## src/rtl/sdio_cis_reader_if.sv

```systemverilog
// sdio_cis_reader_if
// Bundles every signal of the CIS burst reader except clock and reset.
// The reader connects through the slave modport. The master modport is the
// environment's view: CIA command decoder, CIS ROM port and stream consumer.
//   request side : i_req_stb, i_req_addr[17:0], i_req_count[8:0], i_abort,
//                  o_busy, o_done
//   ROM side     : o_cis_activate, o_cis_address[17:0], o_cis_data_stb,
//                  i_cis_data[7:0]
//   stream side  : o_rd_data[7:0], o_rd_valid, i_rd_ready
interface sdio_cis_reader_if;
  logic        i_req_stb;
  logic [17:0] i_req_addr;
  logic [8:0]  i_req_count;
  logic        i_abort;
  logic        o_busy;
  logic        o_done;
  logic        o_cis_activate;
  logic [17:0] o_cis_address;
  logic        o_cis_data_stb;
  logic [7:0]  i_cis_data;
  logic [7:0]  o_rd_data;
  logic        o_rd_valid;
  logic        i_rd_ready;

  modport slave (
    input  i_req_stb, i_req_addr, i_req_count, i_abort, i_cis_data, i_rd_ready,
    output o_busy, o_done, o_cis_activate, o_cis_address, o_cis_data_stb,
           o_rd_data, o_rd_valid
  );

  modport master (
    output i_req_stb, i_req_addr, i_req_count, i_abort, i_cis_data, i_rd_ready,
    input  o_busy, o_done, o_cis_activate, o_cis_address, o_cis_data_stb,
           o_rd_data, o_rd_valid
  );
endinterface

```

## src/rtl/sdio_cis_reader.sv

```systemverilog
// sdio_cis_reader
// Burst reader for the function-0 CIS ROM. It takes a start address and a
// byte count (0 means 512) and issues pipelined ROM strobes. Returned bytes
// go into a 4-entry FIFO, which is presented as a valid/ready byte stream.
// Ports:
//   clk  system clock
//   rst  asynchronous active-high reset
//   bus  sdio_cis_reader_if.slave (request, ROM port and stream signals)
// Optional feature macro: SDIO_CIS_TUPLE_STOP_EN. When it is defined, a
// captured 0xFF byte (CISTPL_END) ends the burst early after it is delivered.
module sdio_cis_reader (
  input logic               clk,
  input logic               rst,
  sdio_cis_reader_if.slave  bus
);

  typedef enum logic [1:0] {IDLE, READ, DRAIN, DONE} state_t;

  state_t      state, state_next;
  logic [17:0] addr_q;
  logic [9:0]  remaining_q;
  logic        stb_d1;
  logic [7:0]  fifo_mem [4];
  logic [1:0]  wr_ptr, rd_ptr;
  logic [2:0]  fifo_count, fifo_count_next;
  logic        strobe, push, pop, rd_valid, tuple_end;

  // A byte arrives the cycle after its strobe. During an abort that byte
  // belongs to the cancelled transfer, so it is dropped.
  assign push     = stb_d1 && !bus.i_abort;
  assign rd_valid = (fifo_count != 3'd0);
  assign pop      = rd_valid && bus.i_rd_ready;
  assign fifo_count_next = fifo_count + {2'b00, push} - {2'b00, pop};

`ifdef SDIO_CIS_TUPLE_STOP_EN
  // The end tuple is seen as it is captured. Suppressing the strobe in the
  // same cycle means no byte from beyond 0xFF is ever requested.
  assign tuple_end = push && (state == READ) && (bus.i_cis_data == 8'hFF);
`else
  assign tuple_end = 1'b0;
`endif

  // Strobe only while bytes remain. Bytes already in the FIFO plus the one
  // in flight must leave room, so three slots are the worst-case fill even
  // with the consumer stalled.
  assign strobe = (state == READ) && !bus.i_abort && !tuple_end &&
                  (remaining_q != 10'd0) &&
                  ((fifo_count + {2'b00, stb_d1}) <= 3'd2);

  // State register.
  always_ff @(posedge clk or posedge rst) begin
    if (rst) state <= IDLE;
    else     state <= state_next;
  end

  // Next-state logic. DRAIN looks at the FIFO count after this cycle's pop.
  // This lets o_done land in the cycle right after the final handshake.
  // Abort overrides everything and also drops a coincident request.
  always_comb begin
    state_next = state;
    case (state)
      IDLE:  if (bus.i_req_stb) state_next = READ;
      READ:  if (tuple_end || remaining_q == 10'd0 ||
                 (strobe && remaining_q == 10'd1)) state_next = DRAIN;
      DRAIN: if (!stb_d1 && fifo_count_next == 3'd0) state_next = DONE;
      DONE:  state_next = IDLE;
      default: state_next = IDLE;
    endcase
    if (bus.i_abort) state_next = IDLE;
  end

  // Address, remaining count and strobe pipeline. The address wraps at 18
  // bits on its own. Abort clears the count and the in-flight marker.
  always_ff @(posedge clk or posedge rst) begin
    if (rst) begin
      addr_q      <= '0;
      remaining_q <= '0;
      stb_d1      <= 1'b0;
    end else if (bus.i_abort) begin
      remaining_q <= '0;
      stb_d1      <= 1'b0;
    end else begin
      stb_d1 <= strobe;
      if (state == IDLE && bus.i_req_stb) begin
        addr_q      <= bus.i_req_addr;
        remaining_q <= (bus.i_req_count == 9'd0) ? 10'd512 : {1'b0, bus.i_req_count};
      end else if (tuple_end) begin
        remaining_q <= '0;
      end else if (strobe) begin
        addr_q      <= addr_q + 18'd1;
        remaining_q <= remaining_q - 10'd1;
      end
    end
  end

  // FIFO pointers and occupancy. A push and a pop in the same cycle leave
  // the count unchanged. Each pointer moves independently, so order holds.
  always_ff @(posedge clk or posedge rst) begin
    if (rst) begin
      wr_ptr     <= '0;
      rd_ptr     <= '0;
      fifo_count <= '0;
    end else if (bus.i_abort) begin
      wr_ptr     <= '0;
      rd_ptr     <= '0;
      fifo_count <= '0;
    end else begin
      if (push) wr_ptr <= wr_ptr + 2'd1;
      if (pop)  rd_ptr <= rd_ptr + 2'd1;
      fifo_count <= fifo_count_next;
    end
  end

  // FIFO storage. It is cleared on reset so the stream byte reads 0x00.
  always_ff @(posedge clk or posedge rst) begin
    if (rst) begin
      for (int i = 0; i < 4; i++) fifo_mem[i] <= 8'h00;
    end else if (push) begin
      fifo_mem[wr_ptr] <= bus.i_cis_data;
    end
  end

  // Moore-style outputs decoded from the state and the datapath registers.
  always_comb begin
    bus.o_busy         = (state != IDLE);
    bus.o_done         = (state == DONE);
    bus.o_cis_activate = (state == READ) || (state == DRAIN);
    bus.o_cis_data_stb = strobe;
    bus.o_cis_address  = addr_q;
    bus.o_rd_data      = fifo_mem[rd_ptr];
    bus.o_rd_valid     = rd_valid;
  end

endmodule

```

## src/flat_wrapper.sv

```systemverilog
// flat-port wrapper written by rule: the top's interface ports become plain ports
module sdio_cis_reader_flat 
  (clk, rst, bus_i_req_stb, bus_i_req_addr, bus_i_req_count, bus_i_abort, bus_i_cis_data, bus_i_rd_ready, bus_o_busy, bus_o_done, bus_o_cis_activate, bus_o_cis_address, bus_o_cis_data_stb, bus_o_rd_data, bus_o_rd_valid);
  sdio_cis_reader_if bus_i ();
  input logic clk;
  input logic rst;
  input wire logic [$bits(bus_i.i_req_stb)-1:0] bus_i_req_stb;
  input wire logic [$bits(bus_i.i_req_addr)-1:0] bus_i_req_addr;
  input wire logic [$bits(bus_i.i_req_count)-1:0] bus_i_req_count;
  input wire logic [$bits(bus_i.i_abort)-1:0] bus_i_abort;
  input wire logic [$bits(bus_i.i_cis_data)-1:0] bus_i_cis_data;
  input wire logic [$bits(bus_i.i_rd_ready)-1:0] bus_i_rd_ready;
  output wire logic [$bits(bus_i.o_busy)-1:0] bus_o_busy;
  output wire logic [$bits(bus_i.o_done)-1:0] bus_o_done;
  output wire logic [$bits(bus_i.o_cis_activate)-1:0] bus_o_cis_activate;
  output wire logic [$bits(bus_i.o_cis_address)-1:0] bus_o_cis_address;
  output wire logic [$bits(bus_i.o_cis_data_stb)-1:0] bus_o_cis_data_stb;
  output wire logic [$bits(bus_i.o_rd_data)-1:0] bus_o_rd_data;
  output wire logic [$bits(bus_i.o_rd_valid)-1:0] bus_o_rd_valid;
  assign bus_i.i_req_stb = bus_i_req_stb;
  assign bus_i.i_req_addr = bus_i_req_addr;
  assign bus_i.i_req_count = bus_i_req_count;
  assign bus_i.i_abort = bus_i_abort;
  assign bus_i.i_cis_data = bus_i_cis_data;
  assign bus_i.i_rd_ready = bus_i_rd_ready;
  assign bus_o_busy = bus_i.o_busy;
  assign bus_o_done = bus_i.o_done;
  assign bus_o_cis_activate = bus_i.o_cis_activate;
  assign bus_o_cis_address = bus_i.o_cis_address;
  assign bus_o_cis_data_stb = bus_i.o_cis_data_stb;
  assign bus_o_rd_data = bus_i.o_rd_data;
  assign bus_o_rd_valid = bus_i.o_rd_valid;
  sdio_cis_reader u_core (.clk(clk), .rst(rst), .bus(bus_i));
endmodule
```

## config.mk

```make
export PLATFORM = sky130hd
export DESIGN_NAME = sdio_cis_reader_flat
export DESIGN_NICKNAME = d
export VERILOG_FILES = /design/src/rtl/sdio_cis_reader_if.sv /design/src/rtl/sdio_cis_reader.sv /design/src/flat_wrapper.sv
export SDC_FILE = /design/constraint.sdc
export NUM_CORES = 1
export LEC_CHECK = 0
export ABC_AREA = 1
export ABC_CLOCK_PERIOD_IN_PS = 2780
export BUFFER_PORTS_ARGS = -buffer_cell sky130_fd_sc_hd__buf_4
export CORE_MARGIN = 2
export CORE_UTILIZATION = 50
export CTS_BUF_LIST = sky130_fd_sc_hd__clkbuf_4
export DETAILED_ROUTE_END_ITERATION = 12
export PLACE_DENSITY = 0.78
export SLEW_MARGIN = 15
export SYNTH_ARGS = -nofsm -noshare
export SYNTH_HDL_FRONTEND = slang
export SYNTH_SLANG_ARGS = --single-unit
```

## constraint.sdc

```tcl
create_clock -name clk -period 2.78 [get_ports clk]
set_input_delay 0.556 -clock clk [delete_from_list [all_inputs] [get_ports clk]]
set_output_delay 0.556 -clock clk [all_outputs]
set_load 0.01 [all_outputs]
```

==> results of run 1 <==
-- flip-flops by register name (all words and copies together), names as in the netlist --
register and flops:
u_core.fifo_mem 32, u_core.bus.o_cis_address 18, u_core.remaining_q 10, u_core.fifo_count 3
u_core.rd_ptr 2, u_core.state 2, u_core.wr_ptr 2, u_core.stb_d1 1
-- critical path: stages (launching register included) --
cell	delay, ns
dfrtp_1	0.45
inv_2	0.09
nand3_1	0.09
nand2_1	0.09
inv_1	0.06
ha_1	0.26
inv_1	0.06
ha_1	0.13
inv_1	0.04
fa_1	0.42
xnor2_1	0.20
nand2_1	0.07
nand2_1	0.09
nand2_1	0.05
nand2_1	0.09
nand3_1	0.11
nand2_1	0.07
nand2_1	0.05
-- synthesized netlist by cell type (2+ instances only) --
master and number:
nand2_1 182, dfrtp_1 70, o21ai_0 67, nor2_1 65, inv_1 49, nand3_1 29
ha_1 17, nand2_2 13, nand4_1 12, clkbuf_1 11, o22ai_1 11, or2_2 7
o21ai_1 6, o21bai_1 4, a21oi_1 3, buf_4 3, inv_2 3, nor2_2 3
nor2_4 3, clkinv_1 2, nand2_4 2, xor2_1 2
-- cells by family after synthesis --
| logic type | count (synthesis) |
|---|---|
| AND/OR/NAND/NOR | 319 |
| AO/OA/AOI/OAI | 93 |
| buffers and inverters | 72 |
| flip-flops | 70 |
| adder cells (fa/ha/maj) | 18 |
| XOR/XNOR | 3 |
| multiplexers | 1 |
-- per-layer routing --
metal  GRT usage [%]  vias up  wire length (um)
li1                -     1985                 -
met1            31.0     1895              4420
met2            41.7      136              5070
met3            2.98       10               654
met4            5.95        0                80
met5               0        -                 0
-- power groups by stage --
stage	Clock (mW)	Sequential [mW]	Combinational, mW
finish	0.863	1.75	2.54
global route	0.917	1.80	2.90
CTS	0.871	1.74	2.55
detailed placement	0	1.75	2.54
global placement	0	1.73	2.45
floorplan	0	1.71	1.76
-- metrics by stage --
stage / area [um2] / worst slack (ns) / power [mW] / std cells / utilization [%]
floorplan: 4200 / 0.456 / 3.47 / 576 / -
global placement: 4800 / 0.365 / 4.19 / 738 / 58.7
detailed placement: 4800 / 0.220 / 4.30 / 738 / 58.7
CTS: 4990 / 0.248 / 5.16 / 754 / 61.0
global route: 4990 / 0.0711 / 5.62 / 754 / 61.0
finish: 4990 / 0.251 / 5.15 / 754 / 61.0
-- path summary, 6_finish.rpt --
check | to | cells after the start | slack (ns)
worst max-delay path | u_core.state[0]$_DFFE_PP0P_ | 17 | 0.25
worst min-delay path | u_core.fifo_count[1]$_DFF_PP0_ | 2 | 0.20
worst max register to register | u_core.state[0]$_DFFE_PP0P_ | 17 | 0.25
worst min register to register | u_core.fifo_mem[22]$_DFFE_PP0P_ | 2 | 0.50
max in group asynchronous | u_core.remaining_q[6]$_DFFE_PP0P_ | 3 | 1.97
min in group clk | u_core.fifo_count[2]$_DFF_PP0_ | 2 | 0.37
-- final cells by class --
class / count / area, um2 / area share, %
tap: 105 / 131 / 2.63
multi-input combinational: 434 / 2140 / 42.9
timing repair buffer: 74 / 568 / 11.4
clock inverter: 7 / 121 / 2.43
inverter: 55 / 209 / 4.19
sequential: 70 / 1750 / 35.1
clock buffer: 9 / 67.6 / 1.35
==> summary.md, run 1 <==
| Metric | Value |
|---|---|
| Cell internal pwr | `2.88 mW` |
| Peak Freq | `just under 400 MHz` |
| Avg Cell Area, Syn | `7.30 um2` |
| Syn. warnings | `0` |
| Status | `finished, final reports clean` |
| Distinct cell type count after synthesis | `34` |
| Clock transition at path regs | `0.13 ns` |
| Global-route wire length before repair | `about 17 mm` |
| Power Density | `about 1000 nW/um2` |
| Initial DRC Count | `184` |
| Drt first pass iters | `5` |
| Hold Buf Count CTS | `0` |
| Psw | `~2.3 mW` |
| Multiplexer share of the synthesized area | `less than 1%` |
| Crit path required time | `around 3.1 ns` |
| Vias in the first global route | `a little under 4000` |
| Vias per cell | `approximately 5.3` |
| CTS max path bufs | `2` |
| Slew margin rel. | `58.8%` |
| CORE AREA | `around 8200 um2` |
| Most common cell after layout, fill and taps aside | `nand2_1` |
| Launch point of the worst path | `u_core.fifo_count[2]$_DFF_PP0_` |
| Crit path DAT | `around 2.9 ns` |
| H-tree depth | `3` |
| GRT overflow | `0` |
| Input/output buffers | `70` |
| Fillers | `just over 700` |
| Most frequent cells in the layout | `nand2_1, buf_4, dfrtp_1` |
| Combinational share of power | `approximately half` |
| Post-synthesis sequential area ratio | `41.7%` |
| Final period utilization | `around nine tenths` |
| Least-Margin Pin Slew | `about 0.62 ns` |
| Die area | `9160 um2` |
| WHS | `0.202 ns` |
| Sw Ratio | `between 40 and 50%` |
| # Post-CTS Setup Buffers | `0` |
| CTS resizes | `0` |
| Die Ht | `roughly 96 um` |
| Worst R2R Start | `u_core.fifo_count[2]$_DFF_PP0_` |
| Max-cap violations | `0` |
| Max-slew violation count | `0` |
| Antenna violations before repair | `0` |
| Clock share of power | `~17%` |
| Sequential share of power | `33.9%` |
| Peak VDD IR | `a little under 0.5 mV` |
| Die Wd | `~96 um` |
| GRT Total Usage | `23.7%` |
| RSZ-0062 raised after global routing | `false` |
| CP Max Fanout | `3` |
| Worst Hold Class | `in -> async` |
| Yosys top cell by area | `dfrtp_1` |
| Simple-Gate Fraction of Synth Area | `32.8%` |
| Final hold vios | `0` |
| Worst Setup Start Kind | `register` |
| Clock sink total | `70` |
| Primary FF master, synth | `dfrtp_1` |
| Pleak | `approximately 2.6 nW` |
| # diodes | `0` |
| Pin count of the biggest net entering global routing | `40` |
| Post-synth design cell area | `4200 um2` |
| Skew final | `between 0.015 and 0.02 ns` |
| TritonCTS Buffers | `9` |
| Async SR Flop Fraction | `100%` |
| CP Capture Type | `register` |
| Xor/xnor share of the synthesized area | `less than 1%` |
| GP Congestion | `between 0.9 and 1` |
| Clk_lat worst skew | `about 0.42 ns` |
| Vias | `just over 4000` |
| Initial core utilization | `51.4%` |
| CTS tree | `yes` |
| Final Critical Period | `2.53 ns` |
| Floorplan row count | `33` |
| Synth area leaders | `dfrtp_1, nand2_1, o21ai_0` |
| Largest family of logic cells by synthesized area | `simple AND/OR/NAND/NOR gates` |
| Setup CP Type | `reg -> reg` |
| Detailed placement HPWL | `7.25 mm` |
| Mapped Cells | `about 580` |
| Io pins | `about 70` |
| Post-route setup TNS | `0 ns` |
| Setup violations, final | `0` |
| WL final | `just over 10 mm` |
| CTS Root Cell | `clkbuf_4` |
| DRT antenna net count | `0` |
| Synth Register Bits | `70` |
| Number of synthesized flops with an enable pin | `0` |
| Share of cells above drive strength 1 | `a little under a fifth` |
| Nets | `around 700` |
| Synth Area in Compound Gates | `about an eighth` |
| Top cell type's share of synthesized area | `41.7%` |
| WL/cell | `between 10 and 15 um` |
| Syn_nets | `between 600 and 700` |
| Post-Synth Adder-Cell Area | `approximately 5.5%` |
| Area delta synth->final | `18.7%` |
| DRC | `0` |
Power figures use the tool's default switching activity.
==> run 2, diff against run 1 <==
ABC_AREA = default   (was 1)
PLACE_DENSITY = 0.79   (was 0.78)
==> run 2 against run 1 <==
  * Sequential share of layout area increased by 1.1 points
  * Critical path depth is 5 lower
  * Sequential power fell by 2%
  * Cell count is 28% lower
  * Fmax decreased by 8.6%
  * Clock power shrank 23%
  * Wire length decreased by 10%
  * Critical path type unchanged
  * Largest cell class unchanged
  * Largest power group unchanged
  * Highest routed layer unchanged
==> summary.md, run 2 <==
| Metric | Value |
|---|---|
| Clk_lat worst skew | `0.41 ns (about the same)` |
| CP Cell Sequence | `or3_4 > and2_4 > ha_4 > inv_2 > ha_4 > inv_2 > fa_2 > xor3_1 > o41ai_2 > nand4_1 > nor3_1 > a211oi_1` |
| Clock share of power | `14.6% (-2.2 points)` |
| Vias per cell | `5.83 (+9.1%)` |
| Status | `finished, final reports clean` |
| TritonCTS Buffers | `9 (unchanged)` |
| Final core utilization | `62.9% (+1.9 points)` |
| Post-Synth Adder-Cell Area | `5.91% (+0.38 points)` |
| Cell with the most instances after synthesis | `dfrtp_1` |
| Slew margin rel. | `50.5% (-8.3 points)` |
| Yosys top cell by area | `dfrtp_1` |
| Die Wd | `92.7 um (-3.1%)` |
| CP max-delay cell | `dfrtp_1` |
| Pleak | `2.20 nW (-15%)` |
| Clock transition at path regs | `0.13 ns (about the same)` |
| Top cells by count, synth | `dfrtp_1, mux2_2, nand2_1` |
| Setup CP Type | `reg -> reg` |
| WL/cell | `16.8 um (+24%)` |
| Post-synth design cell area | `3940 um2 (-6.4%)` |
| Clock sink total | `70 (unchanged)` |
| CORE AREA | `7690 um2 (-6.0%)` |
| Area delta synth->final | `22.9%` |
| Largest family of logic cells by synthesized area | `simple AND/OR/NAND/NOR gates` |
| Mapped Cells | `358 (-38%)` |
| Launch point of the worst path | `u_core.fifo_count[1]$_DFF_PP0_` |
| Nets | `496 (-29%)` |
| RSZ-0062 raised after global routing | `true` |
| Sw Ratio | `39.9% (-4.3 points)` |
| Multiplexer share of the synthesized area | `14.5% (+14 points)` |
| Worst Hold Class | `in -> async` |
| Final Critical Period | `2.77 ns (+0.238 ns)` |
| Final period utilization | `99.5% (+8.6 points)` |
| Syn. warnings | `0 (unchanged)` |
| GP Congestion | `0.890 (-4.7%)` |
| Final hold vios | `0 (unchanged)` |
| DRC | `0 (unchanged)` |
| CP Max Fanout | `3 (unchanged)` |
| Power Density | `944 nW/um2 (-8.6%)` |
| Max-slew violation count | `0 (unchanged)` |
| Avg Cell Area, Syn | `11.0 um2 (+51%)` |
| Setup Slack @ Placement | `-0.0486 ns (-0.268 ns)` |
| Worst Setup Start Kind | `register` |
| Crit path DAT | `3.06 ns (+0.21 ns)` |
| Floorplan row count | `32 (-3.0%)` |
| CTS Root Cell | `clkbuf_4` |
| Share of cells above drive strength 1 | `37.2% (+18 points)` |
| Initial DRC Count | `178 (-3.3%)` |
| Vias | `3175 (-21%)` |
| Non-filler cells, final | `545 (-28%)` |
| Distinct cell type count after synthesis | `58 (+71%)` |
| Final worst setup slack | `0.0126 ns (-0.238 ns)` |
| Antenna violations before repair | `0 (unchanged)` |
| Input/output buffers | `70 (unchanged)` |
| Post-Place Cells | `526 (-29%)` |
| Die area | `8600 um2 (-6.1%)` |
| Post-synthesis sequential area ratio | `44.5% (+2.8 points)` |
| WL final | `9.18 mm (-10%)` |
| Io pins | `71 (unchanged)` |
| Setup violations, final | `0 (unchanged)` |
| Synth area leaders | `dfrtp_1, mux2_2, ha_1` |
| DRT antenna net count | `0 (unchanged)` |
| Vias in the first global route | `3172 (-18%)` |
| Synth Register Bits | `70 (unchanged)` |
| GRT Total Usage | `22.3% (-1.4 points)` |
| Least-Margin Pin Slew | `0.741 ns (+0.123 ns)` |
| CP Capture Type | `register` |
| Most frequent cells in the layout | `buf_4, dfrtp_1, mux2_2` |
| Die Ht | `92.7 um (-3.1%)` |
| Initial core utilization | `51.2% (-0.24 points)` |
| Post-route cell area | `4830 um2 (-3.1%)` |
| Max-cap violations | `0 (unchanged)` |
| Hold Buf Count CTS | `0 (unchanged)` |
| Psw | `1.82 mW (-20%)` |
| Primary FF master, synth | `dfrtp_1` |
| Peak Freq | `361 MHz (-8.6%)` |
| Synth Area in Compound Gates | `12.6% (+0.87 points)` |
| CTS max path bufs | `2 (unchanged)` |
| H-tree depth | `3 (unchanged)` |
| # diodes | `0 (unchanged)` |
| Drt first pass iters | `4 (-1)` |
| CTS tree | `yes` |
| Worst R2R Start | `u_core.fifo_count[1]$_DFF_PP0_` |
| Syn_nets | `416 (-34%)` |
| Largest register FFs | `32 (unchanged)` |
| Global-route wire length before repair | `15.1 mm (-12%)` |
| Top cell type's share of synthesized area | `44.5% (+2.8 points)` |
| Tot Pwr | `4.56 mW (-11%)` |
| Simple-Gate Fraction of Synth Area | `16.1% (-17 points)` |
| Placed Area | `4660 um2 (-2.9%)` |
| Peak VDD IR | `0.539 mV (+12%)` |
| Number of synthesized flops with an enable pin | `0 (unchanged)` |
| Async SR Flop Fraction | `100% (unchanged)` |
| Crit path required time | `3.08 ns (-0.02 ns)` |
| Crit-path max cell delay | `0.39 ns (-0.06 ns)` |
| Top reg by flops | `u_core.fifo_mem` |
| Skew final | `0.0141 ns (-0.00146 ns)` |
| CP Buf/Inv Count | `2 (-2)` |
| GRT overflow | `0 (unchanged)` |
| Sequential share of power | `37.5% (+3.6 points)` |
| Most common cell after layout, fill and taps aside | `buf_4` |
| Combinational share of power | `47.9% (-1.5 points)` |
| Cell internal pwr | `2.74 mW (-4.7%)` |
| Critical path's top delay family | `simple AND/OR/NAND/NOR gates` |
| Pin count of the biggest net entering global routing | `71 (+78%)` |
| Xor/xnor share of the synthesized area | `2.61% (+2.0 points)` |
| Detailed placement HPWL | `6.56 mm (-9.5%)` |
-- run 2: changes by cell type in the layout (fill, tap and decap cells not counted), moves of 7 or more --
cell | previous run | this run
nand2_2 | 13 | 1
mux4_2 | 0 | 8
nor2_1 | 65 | 24
nand2_1 | 182 | 26
mux2_2 | 0 | 32
a211oi_1 | 0 | 10
o22ai_1 | 11 | 4
nand3_1 | 29 | 15
o21ai_0 | 67 | 13
buf_4 | 73 | 82
inv_1 | 48 | 14
-- run 2: final timing paths --
path	to	slack, ns	cells past startpoint
max in group asynchronous	u_core.bus.o_cis_address[7]$_DFFE_PP0P_	2.27	3
hold / removal	u_core.fifo_mem[30]$_DFFE_PP0P_	0.20	3
setup reg to reg	u_core.state[0]$_DFFE_PP0P_	0.01	12
hold reg to reg	u_core.fifo_mem[8]$_DFFE_PP0P_	0.52	1
min in group clk	u_core.bus.o_cis_address[13]$_DFFE_PP0P_	0.36	3
setup / recovery	u_core.state[0]$_DFFE_PP0P_	0.01	12
-- run 2: final cells by class --
type | count | area [um2]
Timing Repair Buffer | 84 | 656
Multi-Input combinational cell | 255 | 2090
Clock inverter | 7 | 72.6
Fill cell | 669 | 2850
Clock buffer | 9 | 67.6
Tap cell | 102 | 128
Sequential cell | 70 | 1750
Inverter | 18 | 70.1
-- run 2: cell families after synthesis --
group,after synthesis
AO/OA/AOI/OAI,67
buffers and inverters,33
flip-flops,70
multiplexers,43
XOR/XNOR,10
adder cells (fa/ha/maj),18
AND/OR/NAND/NOR,117
-- run 2: repair_timing --
item / CTS / global route
hold endpoints to repair: 0 / 0
buffers inserted: 2 / 1
endpoints found under the setup margin: 2 / 3
gates resized for setup: 1 / 2
pin swaps: 2 / 1
-- run 2: metal layers --
metal / GRT usage [%] / vias to the layer above / share of wire, %
met5: 0 / - / 0
li1: - / 1496 / -
met1: 27.6 / 1553 / 41
met4: 4.78 / 0 / 1.2
met2: 38.7 / 115 / 51
met3: 6.83 / 11 / 7.0
-- run 2: power by group through the flow --
stage | clock, mW | combinational, mW | sequential, mW
after global placement | 0 | 2.10 | 1.70
final | 0.665 | 2.19 | 1.71
after CTS | 0.680 | 2.18 | 1.71
after global routing | 0.730 | 2.38 | 1.77
after detailed placement | 0 | 2.16 | 1.73
after floorplan | 0 | 1.41 | 1.66
-- run 2: through the flow --
step                      hold WS, ns  setup TNS, ns
after floorplan                 0.474        -0.0192
after global placement          0.482              0
after detailed placement        0.489        -0.0486
after CTS                       0.205       -0.00401
after global routing            0.193         -0.150
final                           0.200              0
-- run 2: worst reg2reg max path, stage by stage (launching register included) --
cell and delay, ns:
dfrtp_1 0.39, or3_4 0.38, and2_4 0.16, ha_4 0.21, inv_2 0.05, ha_4 0.11
inv_2 0.03, fa_2 0.35, xor3_1 0.21, o41ai_2 0.33, nand4_1 0.18, nor3_1 0.18
a211oi_1 0.06
